==> config.mk <==
export PLATFORM = sky130hd
export DESIGN_NAME = mem_lsu
export DESIGN_NICKNAME = d
export VERILOG_FILES = /design/src/rtl/mem_lsu_pkg.sv /design/src/rtl/lsu_load_align.sv /design/src/rtl/mem_lsu.sv
export SDC_FILE = /design/constraint.sdc
export NUM_CORES = 1
export LEC_CHECK = 0
export BUFFER_PORTS_ARGS = -buffer_cell sky130_fd_sc_hd__buf_4
export CORE_MARGIN = 5
export CORE_UTILIZATION = 35
export DETAILED_ROUTE_END_ITERATION = 8
export SYNTH_ARGS = -nofsm -noshare
export SYNTH_HDL_FRONTEND = slang
export SYNTH_SLANG_ARGS = --single-unit
==> constraint.sdc <==
create_clock -name clk -period 8.7 [get_ports clk]
set_clock_uncertainty 0.1 [all_clocks]
set_input_delay 2.61 -clock clk [delete_from_list [all_inputs] [get_ports clk]]
set_output_delay 2.61 -clock clk [all_outputs]
set_load 0.03 [all_outputs]
==> src/rtl/mem_lsu_pkg.sv <==
// Shared execute-stage op codes, LSU state encoding and small decode helpers
// for the load/store unit.
package mem_lsu_pkg;

    localparam logic [7:0] EXE_NOP_OP = 8'h00;
    localparam logic [7:0] EXE_OR_OP  = 8'h25;
    localparam logic [7:0] EXE_ADD_OP = 8'h20;
    localparam logic [7:0] EXE_LB_OP  = 8'hE0;
    localparam logic [7:0] EXE_LH_OP  = 8'hE1;
    localparam logic [7:0] EXE_LW_OP  = 8'hE3;
    localparam logic [7:0] EXE_LBU_OP = 8'hE4;
    localparam logic [7:0] EXE_LHU_OP = 8'hE5;
    localparam logic [7:0] EXE_SB_OP  = 8'hE8;
    localparam logic [7:0] EXE_SH_OP  = 8'hE9;
    localparam logic [7:0] EXE_SW_OP  = 8'hEB;

    typedef enum logic [1:0] {
        ST_IDLE = 2'd0,
        ST_BUSY = 2'd1,
        ST_DONE = 2'd2
    } lsu_state_e;

    function automatic logic is_load(input logic [7:0] op);
        return op inside {EXE_LB_OP, EXE_LH_OP, EXE_LW_OP, EXE_LBU_OP, EXE_LHU_OP};
    endfunction

    function automatic logic is_store(input logic [7:0] op);
        return op inside {EXE_SB_OP, EXE_SH_OP, EXE_SW_OP};
    endfunction

    function automatic logic is_misaligned(input logic [7:0] op, input logic [1:0] off);
        logic half_op;
        logic word_op;
        half_op = op inside {EXE_LH_OP, EXE_LHU_OP, EXE_SH_OP};
        word_op = op inside {EXE_LW_OP, EXE_SW_OP};
        return (half_op && off[0]) || (word_op && (off != 2'b00));
    endfunction

    function automatic logic [3:0] lane_sel(input logic [7:0] op, input logic [1:0] off);
        case (op)
            EXE_LB_OP, EXE_LBU_OP, EXE_SB_OP: return 4'b0001 << off;
            EXE_LH_OP, EXE_LHU_OP, EXE_SH_OP: return off[1] ? 4'b1100 : 4'b0011;
            EXE_LW_OP, EXE_SW_OP:             return 4'b1111;
            default:                          return 4'b0000;
        endcase
    endfunction

    // Narrow stores replicate their data so the selected lanes always carry it.
    function automatic logic [31:0] store_data(input logic [7:0] op, input logic [31:0] d);
        case (op)
            EXE_SB_OP: return {4{d[7:0]}};
            EXE_SH_OP: return {2{d[15:0]}};
            EXE_SW_OP: return d;
            default:   return 32'h0;
        endcase
    endfunction

endpackage

==> src/rtl/lsu_load_align.sv <==
// Extracts the addressed byte/halfword from a loaded bus word and
// sign- or zero-extends it to 32 bits.
module lsu_load_align
    import mem_lsu_pkg::*;
(
    input  logic [7:0]  op_i,
    input  logic [1:0]  off_i,
    input  logic [31:0] data_i,
    output logic [31:0] data_o
);

    logic [7:0]  lane [4];
    logic [7:0]  byte_w;
    logic [15:0] half_w;

    generate
        for (genvar gi = 0; gi < 4; gi++) begin : g_lane
            assign lane[gi] = data_i[8*gi +: 8];
        end
    endgenerate

    assign byte_w = lane[off_i];
    assign half_w = off_i[1] ? data_i[31:16] : data_i[15:0];

    always_comb begin
        data_o = 32'h0;
        case (op_i)
            EXE_LB_OP:  data_o = {{24{byte_w[7]}}, byte_w};
            EXE_LBU_OP: data_o = {24'h0, byte_w};
            EXE_LH_OP:  data_o = {{16{half_w[15]}}, half_w};
            EXE_LHU_OP: data_o = {16'h0, half_w};
            EXE_LW_OP:  data_o = data_i;
            default:    data_o = 32'h0;
        endcase
    end

endmodule

==> src/rtl/mem_lsu.sv <==
// Memory stage load/store unit: stalls the pipeline around a single bus
// transaction with acknowledge timeout, lane steering and load extension.
module mem_lsu
    import mem_lsu_pkg::*;
#(
    parameter int ACK_TIMEOUT = 255
) (
    input  logic        clk,
    input  logic        rst,
    input  logic [7:0]  aluop_i,
    input  logic [31:0] mem_addr_i,
    input  logic [31:0] reg2_i,
    input  logic [4:0]  wd_i,
    input  logic        wreg_i,
    input  logic [31:0] wdata_i,
    output logic [4:0]  wd_o,
    output logic        wreg_o,
    output logic [31:0] wdata_o,
    output logic        stallreq,
    output logic        mem_req_o,
    output logic        mem_we_o,
    output logic [31:0] mem_addr_o,
    output logic [3:0]  mem_sel_o,
    output logic [31:0] mem_data_o,
    input  logic [31:0] mem_data_i,
    input  logic        mem_ack_i,
    output logic        misalign_o,
    output logic        bus_err_o
);

    // The last BUSY cycle allowed is the one where the counter reads ACK_TIMEOUT-1.
    localparam logic [7:0] TO_LAST = 8'(ACK_TIMEOUT - 1);

    lsu_state_e  state_q, state_d;
    logic [7:0]  cnt_q, cnt_d;
    logic        we_q;
    logic [31:0] addr_q;
    logic [3:0]  sel_q;
    logic [31:0] sdata_q;
    logic [7:0]  op_q;
    logic [1:0]  off_q;
    logic [31:0] rdata_q;
    logic        err_q;
    logic        launch;
    logic        timeout;
    logic        mem_op;
    logic        misal;
    logic [31:0] load_val;

    assign mem_op = is_load(aluop_i) || is_store(aluop_i);
    assign misal  = is_misaligned(aluop_i, mem_addr_i[1:0]);

    lsu_load_align u_align (
        .op_i   (op_q),
        .off_i  (off_q),
        .data_i (rdata_q),
        .data_o (load_val)
    );

    always_comb begin
        state_d    = state_q;
        cnt_d      = cnt_q;
        launch     = 1'b0;
        timeout    = 1'b0;
        stallreq   = 1'b0;
        misalign_o = 1'b0;
        wd_o       = wd_i;
        wreg_o     = wreg_i;
        wdata_o    = wdata_i;
        case (state_q)
            ST_IDLE: begin
                if (mem_op) begin
                    wreg_o  = 1'b0;
                    wdata_o = 32'h0;
                    if (misal) begin
                        misalign_o = 1'b1;
                    end else begin
                        stallreq = 1'b1;
                        launch   = 1'b1;
                        cnt_d    = 8'h0;
                        state_d  = ST_BUSY;
                    end
                end
            end
            ST_BUSY: begin
                stallreq = 1'b1;
                wreg_o   = 1'b0;
                wdata_o  = 32'h0;
                // An ack in the timeout cycle still completes normally.
                if (mem_ack_i) begin
                    state_d = ST_DONE;
                end else if (cnt_q == TO_LAST) begin
                    timeout = 1'b1;
                    state_d = ST_DONE;
                end else begin
                    cnt_d = cnt_q + 8'd1;
                end
            end
            ST_DONE: begin
                state_d = ST_IDLE;
                wreg_o  = is_load(op_q) && !err_q && wreg_i;
                wdata_o = load_val;
            end
            default: state_d = ST_IDLE;
        endcase
        if (rst) begin
            stallreq   = 1'b0;
            misalign_o = 1'b0;
            wd_o       = 5'h0;
            wreg_o     = 1'b0;
            wdata_o    = 32'h0;
        end
    end

    always_ff @(posedge clk or posedge rst) begin
        if (rst) begin
            state_q <= ST_IDLE;
            cnt_q   <= 8'h0;
            we_q    <= 1'b0;
            addr_q  <= 32'h0;
            sel_q   <= 4'h0;
            sdata_q <= 32'h0;
            op_q    <= 8'h0;
            off_q   <= 2'b00;
            rdata_q <= 32'h0;
            err_q   <= 1'b0;
        end else begin
            state_q <= state_d;
            cnt_q   <= cnt_d;
            err_q   <= timeout;
            if (launch) begin
                we_q    <= is_store(aluop_i);
                addr_q  <= {mem_addr_i[31:2], 2'b00};
                sel_q   <= lane_sel(aluop_i, mem_addr_i[1:0]);
                sdata_q <= store_data(aluop_i, reg2_i);
                op_q    <= aluop_i;
                off_q   <= mem_addr_i[1:0];
            end
            if (state_q == ST_BUSY && mem_ack_i) begin
                rdata_q <= mem_data_i;
            end
        end
    end

    assign mem_req_o  = (state_q == ST_BUSY);
    assign mem_we_o   = we_q;
    assign mem_addr_o = addr_q;
    assign mem_sel_o  = sel_q;
    assign mem_data_o = sdata_q;
    assign bus_err_o  = err_q;

endmodule

=== After elaboration in Yosys (flattened, before gate mapping) ===
Index checks and enable logic that the tools add are counted.

* Register bits: 120
* Bits of input ports: 145
* Output and inout port bits: 111

* Add/subtract/negate cells: 1
* Order comparisons: 1
* Eq/ne operators: 21
* Shift operators: 1
* Multiplexer cells: 37
* Bitwise operators: 1
* Reduce and logical (&&, ||, !) cells: 21

{| class="wikitable"
|+ Operator list
! kind !! number
|-
| $pmux 32 s3 || 2
|-
| $pmux 32 s5 || 1
|-
| $eq 8x8->1 const B || 14
|-
| $mux 32 || 2
|-
| $mux 8 || 6
|-
| $bmux 8 s2 || 1
|-
| $mux 16 || 1
|-
| $pmux 8 s2 || 1
|-
| $mux 1 || 13
|-
| $pmux 4 s3 || 1
|-
| $reduce_bool 5->1 || 2
|-
| $add 8x1->8 const B || 1
|-
| $mux 2 || 4
|-
| $ne 2x2->1 const B || 4
|-
| $reduce_bool 2->1 || 3
|-
| $reduce_bool 3->1 || 2
|-
| $reduce_or 3->1 || 2
|-
| $logic_and 1x1->1 || 5
|-
| $mux 5 || 1
|-
| $reduce_and 5->1 || 1
|-
| $mux 4 || 1
|-
| $pmux 2 s2 || 1
|-
| $shl 1x2->4 const A || 1
|-
| $ge 3x3->1 const B || 1
|-
| 11 further kinds || 12
|}

=== Longest topological paths before layout ===
* Word-level depth: 8
* Depth in mapped cells: 8

=== Cells and area by module ===
A second synthesis with hierarchy kept.

* Cells, all modules: 626
* Area total of the unflattened synthesis: 6,980.4 um^2

{| class="wikitable"
|+ Modules (own cells, without submodules)
! module !! instances !! cells an instance !! area each (um^2)
|-
| mem_lsu || 1 || 529 || 6,239.7
|-
| lsu_load_align || 1 || 97 || 740.7
|}

=== Worst setup path after synthesis ===
No wires, ideal clock.

* Path kind: input to output
* Start: input rst
* End: output misalign_o
* Data arrival time: 5.971 ns
* Data required time: 5.990 ns
* Path slack: 0.019 ns
* Stages: 3
* Path through: inv_1 nand2_1 nor3_1

* Word-level cells in the longest chain between the ends: 1

{| class="wikitable"
|+ RTL lines
! item !! RTL line !! RTL
|-
| from (decl) || mem_lsu.sv:9 || <nowiki>input logic rst,</nowiki>
|-
| $mux 1 || mem_lsu.sv:106 || <nowiki>if (rst) begin</nowiki>
|-
| to (decl) || mem_lsu.sv:27 || <nowiki>output logic misalign_o,</nowiki>
|}

Every way passes these cells.

=== Worst setup path in the final report ===
* Start: input rst
* End: output wdata_o[19]

* Word-level cells in the longest chain between the ends: 1

{| class="wikitable"
|+ RTL lines
! item !! RTL line !! RTL
|-
| $mux 32 || mem_lsu.sv:106 ||
|-
| to (decl) || mem_lsu.sv:18 || <nowiki>output logic [31:0] wdata_o,</nowiki>
|}

Every way passes these cells.

==> run summary <==
vias in the first global route = 5,584
DRT iter0 DRCs = 248
Pint = 1360 µW
Clock Latency Late Sink = 410 ps
Sw Ratio = 30.5%
Clock Pin Slew Worst Setup and Hold Paths = 60 ps
row cnt = 48
slew margin rel. = 24.9%
Final TNS setup = 0 ps
post-route cell area = 8720 µm²
worst hold slack = 370 ps
Worst setup SP type = primary input
worst setup margin = 1350 ps
Yosys top cell by area = dfrtp_1
clock sink count = 120
share of layout cells above drive strength 1 = 37.6%
Async SR Flop Fraction = 100%
die footprint = 20,100 µm²
RSZ-0062 raised after global routing = no
Post-Place Cell Area = 8090 µm²
Layout Nets = 1,017
H-Tree Depth = 4
largest net degree at the start of global routing = 72
CP Data Required Time = 5990 ps
drt pass-1 iters = 6
I/O Buffers = 253
PwrDens = 225 nW/µm²
fin crit period = 7350 ps
setup bufs post-CTS = 0
total CTS buffers = 17
Total GRT Usage = 19.4%
TritonCTS clock tree = done
Diodes inserted = 0
initial antenna violation count = 0
VDD IR max = 0.140 mV
wirelength, routed = 19,700 µm
clock power share = 38.3%
critical path arrival = 4640 ps
Pins Over Slew Limit = 0
Main synth FF type = dfrtp_1
vias = 5,554
syn avg cell area = 9.62 µm²
Post-synth EDFFs = 0
maximum root-to-sink buffer count = 2
worst slack, placed = 1370 ps
Core Area = 17,200 µm²
Post-synth top cells = 163 x nand2_1, 120 x dfrtp_1, 33 x mux2_2, 30 x nor2_1, 27 x a21oi_1
Hold Path Class = reg2reg
routed vias/inst = 5.01
I/O pin count = 256
fin util = 50.8%
Worst setup EP type = output port
highest clock rate = 0.136 GHz
Post-CTS Hold Buffers = 0
first-pass GRT wire length = 30,700 µm
top cells by area, synth = dfrtp_1 49%, nand2_1 10%, mux2_2 6.1%, mux2i_1 2.8%, o31ai_1 2.7%
final setup vio count = 0
Area growth, synth to finish = 43.1%
Final GP Congestion = 0.866
Die X = 142 µm
Resize count post-CTS = 0
Comb power frac = 23.6%
Max Cap Violations = 0
synthesized area = 6090 µm²
final hold vios = 0
grt ovf = 0
Syn. warnings = 0
most frequent cell after synthesis = nand2_1
critical path class = in2out
Die H = 142 µm
Seq/Total Area, Yosys = 49.3%
Netlist cell types = 50
Psw = 598 µW
antenna viol nets, final = 0
Detail Placement HPWL = 14,800 µm
Initial Utilization = 35.5%
drt wl/cell = 17.7 µm
Worst Tran Pin Value = 1120 ps
run status = finished clean
CP Max Fanout = 16
final worst-path cycle share = 84.5%
register bit total from synthesis = 120
Synth Instances = 633
root buf cell = clkbuf_16
Reg power frac = 38.0%
static leakage = 0.00426 µW
Remaining DRCs = 0
Synth top area share = 49.3%
==> layout make-up <==
class | instances | area, µm²
Tap cell | 225 | 282
Inverter | 4 | 17.5
Clock inverter | 11 | 170
Fill cell | 1625 | 8460
Timing Repair Buffer | 259 | 1940
Clock buffer | 21 | 460
Sequential cell | 120 | 3000
Multi-Input combinational cell | 468 | 2840
==> layout by cell type (no fill, tap or decap), types with 3 or more instances in the layout <==
cell,instances
o2bb2ai_1,8
inv_1,3
o21ai_0,20
nor2_1,30
nand2b_1,7
a21oi_1,26
dfrtp_1,120
nor3_1,5
and2_1,6
nand2_1,163
a22o_1,8
a221o_1,16
nand4_1,3
clkbuf_16,17
bufinv_16,4
buf_4,259
mux2i_1,17
nand3_1,19
o21ai_1,10
o31ai_1,22
a22oi_1,9
nor3b_1,3
mux2_2,33
clkinvlp_4,3
nor2b_1,25
a221oi_1,7
==> path summary, 6_finish.rpt <==
check / slack, ps / endpoint / start / depth (start not counted)
hold / removal: 370 / mem_data_o[1] / mem_data_o[1] / 2
min in group asynchronous: 2290 / rdata_q[8] / rst / 2
setup / recovery: 1350 / wdata_o[19] / rst / 7
max in group asynchronous: 4900 / mem_data_o[24] / rst / 3
setup reg to reg: 6320 / mem_we_o / state_q[1] / 3
hold reg to reg: 370 / mem_data_o[1] / mem_data_o[1] / 2
==> critical path: stages <==
cell	delay, ps
buf_4	150
nor2_1	120
nand2_1	100
or3_1	400
nor3_2	850
a221o_1	230
buf_4	160
==> per-stage QoR <==
| step | power, µW | instances |
|---|---|---|
| 2_1_floorplan | 1030 | 634 |
| 3_3_place_gp | 1220 | 1076 |
| 3_5_place_dp | 1220 | 1076 |
| 4_1_cts | 1990 | 1108 |
| 5_1_grt | 2070 | 1108 |
| 6_report | 1960 | 1108 |
==> metal layers <==
metal	vias to the layer above	routed length (µm)	global-route usage [%]
met5	-	0	0
met2	218	9450	31.2
met1	2601	8240	24.9
met4	0	415	7.27
met3	27	1560	5.65
li1	2708	-	-
==> registers in the layout, indices dropped and copies added (netlist names), 2 cells and up <==
register,cells
mem_data_o,32
mem_sel_o,4
op_q,8
mem_addr_o,30
state_q,2
off_q,2
cnt_q,8
rdata_q,32
==> power groups by stage <==
| stage | registers [µW] | clock network (µW) | logic, µW |
|---|---|---|---|
| floorplan | 786 | 0 | 241 |
| global placement | 755 | 0 | 464 |
| detailed placement | 754 | 0 | 468 |
| CTS | 746 | 772 | 468 |
| global route | 761 | 803 | 509 |
| finish | 746 | 752 | 463 |
==> logic make-up (layout without fill, tap and decap cells) <==
family	after synthesis	after routing	share of synthesized area [%]
AND/OR/NAND/NOR	272	272	20.0
multiplexers	51	51	9.26
adder cells (fa/ha/maj)	2	2	0.411
other	1	2	0.0616
flip-flops	120	120	49.3
AO/OA/AOI/OAI	140	140	16.6
buffers and inverters	46	295	4.23
XOR/XNOR	1	1	0.144
Power figures use the tool's default switching activity.
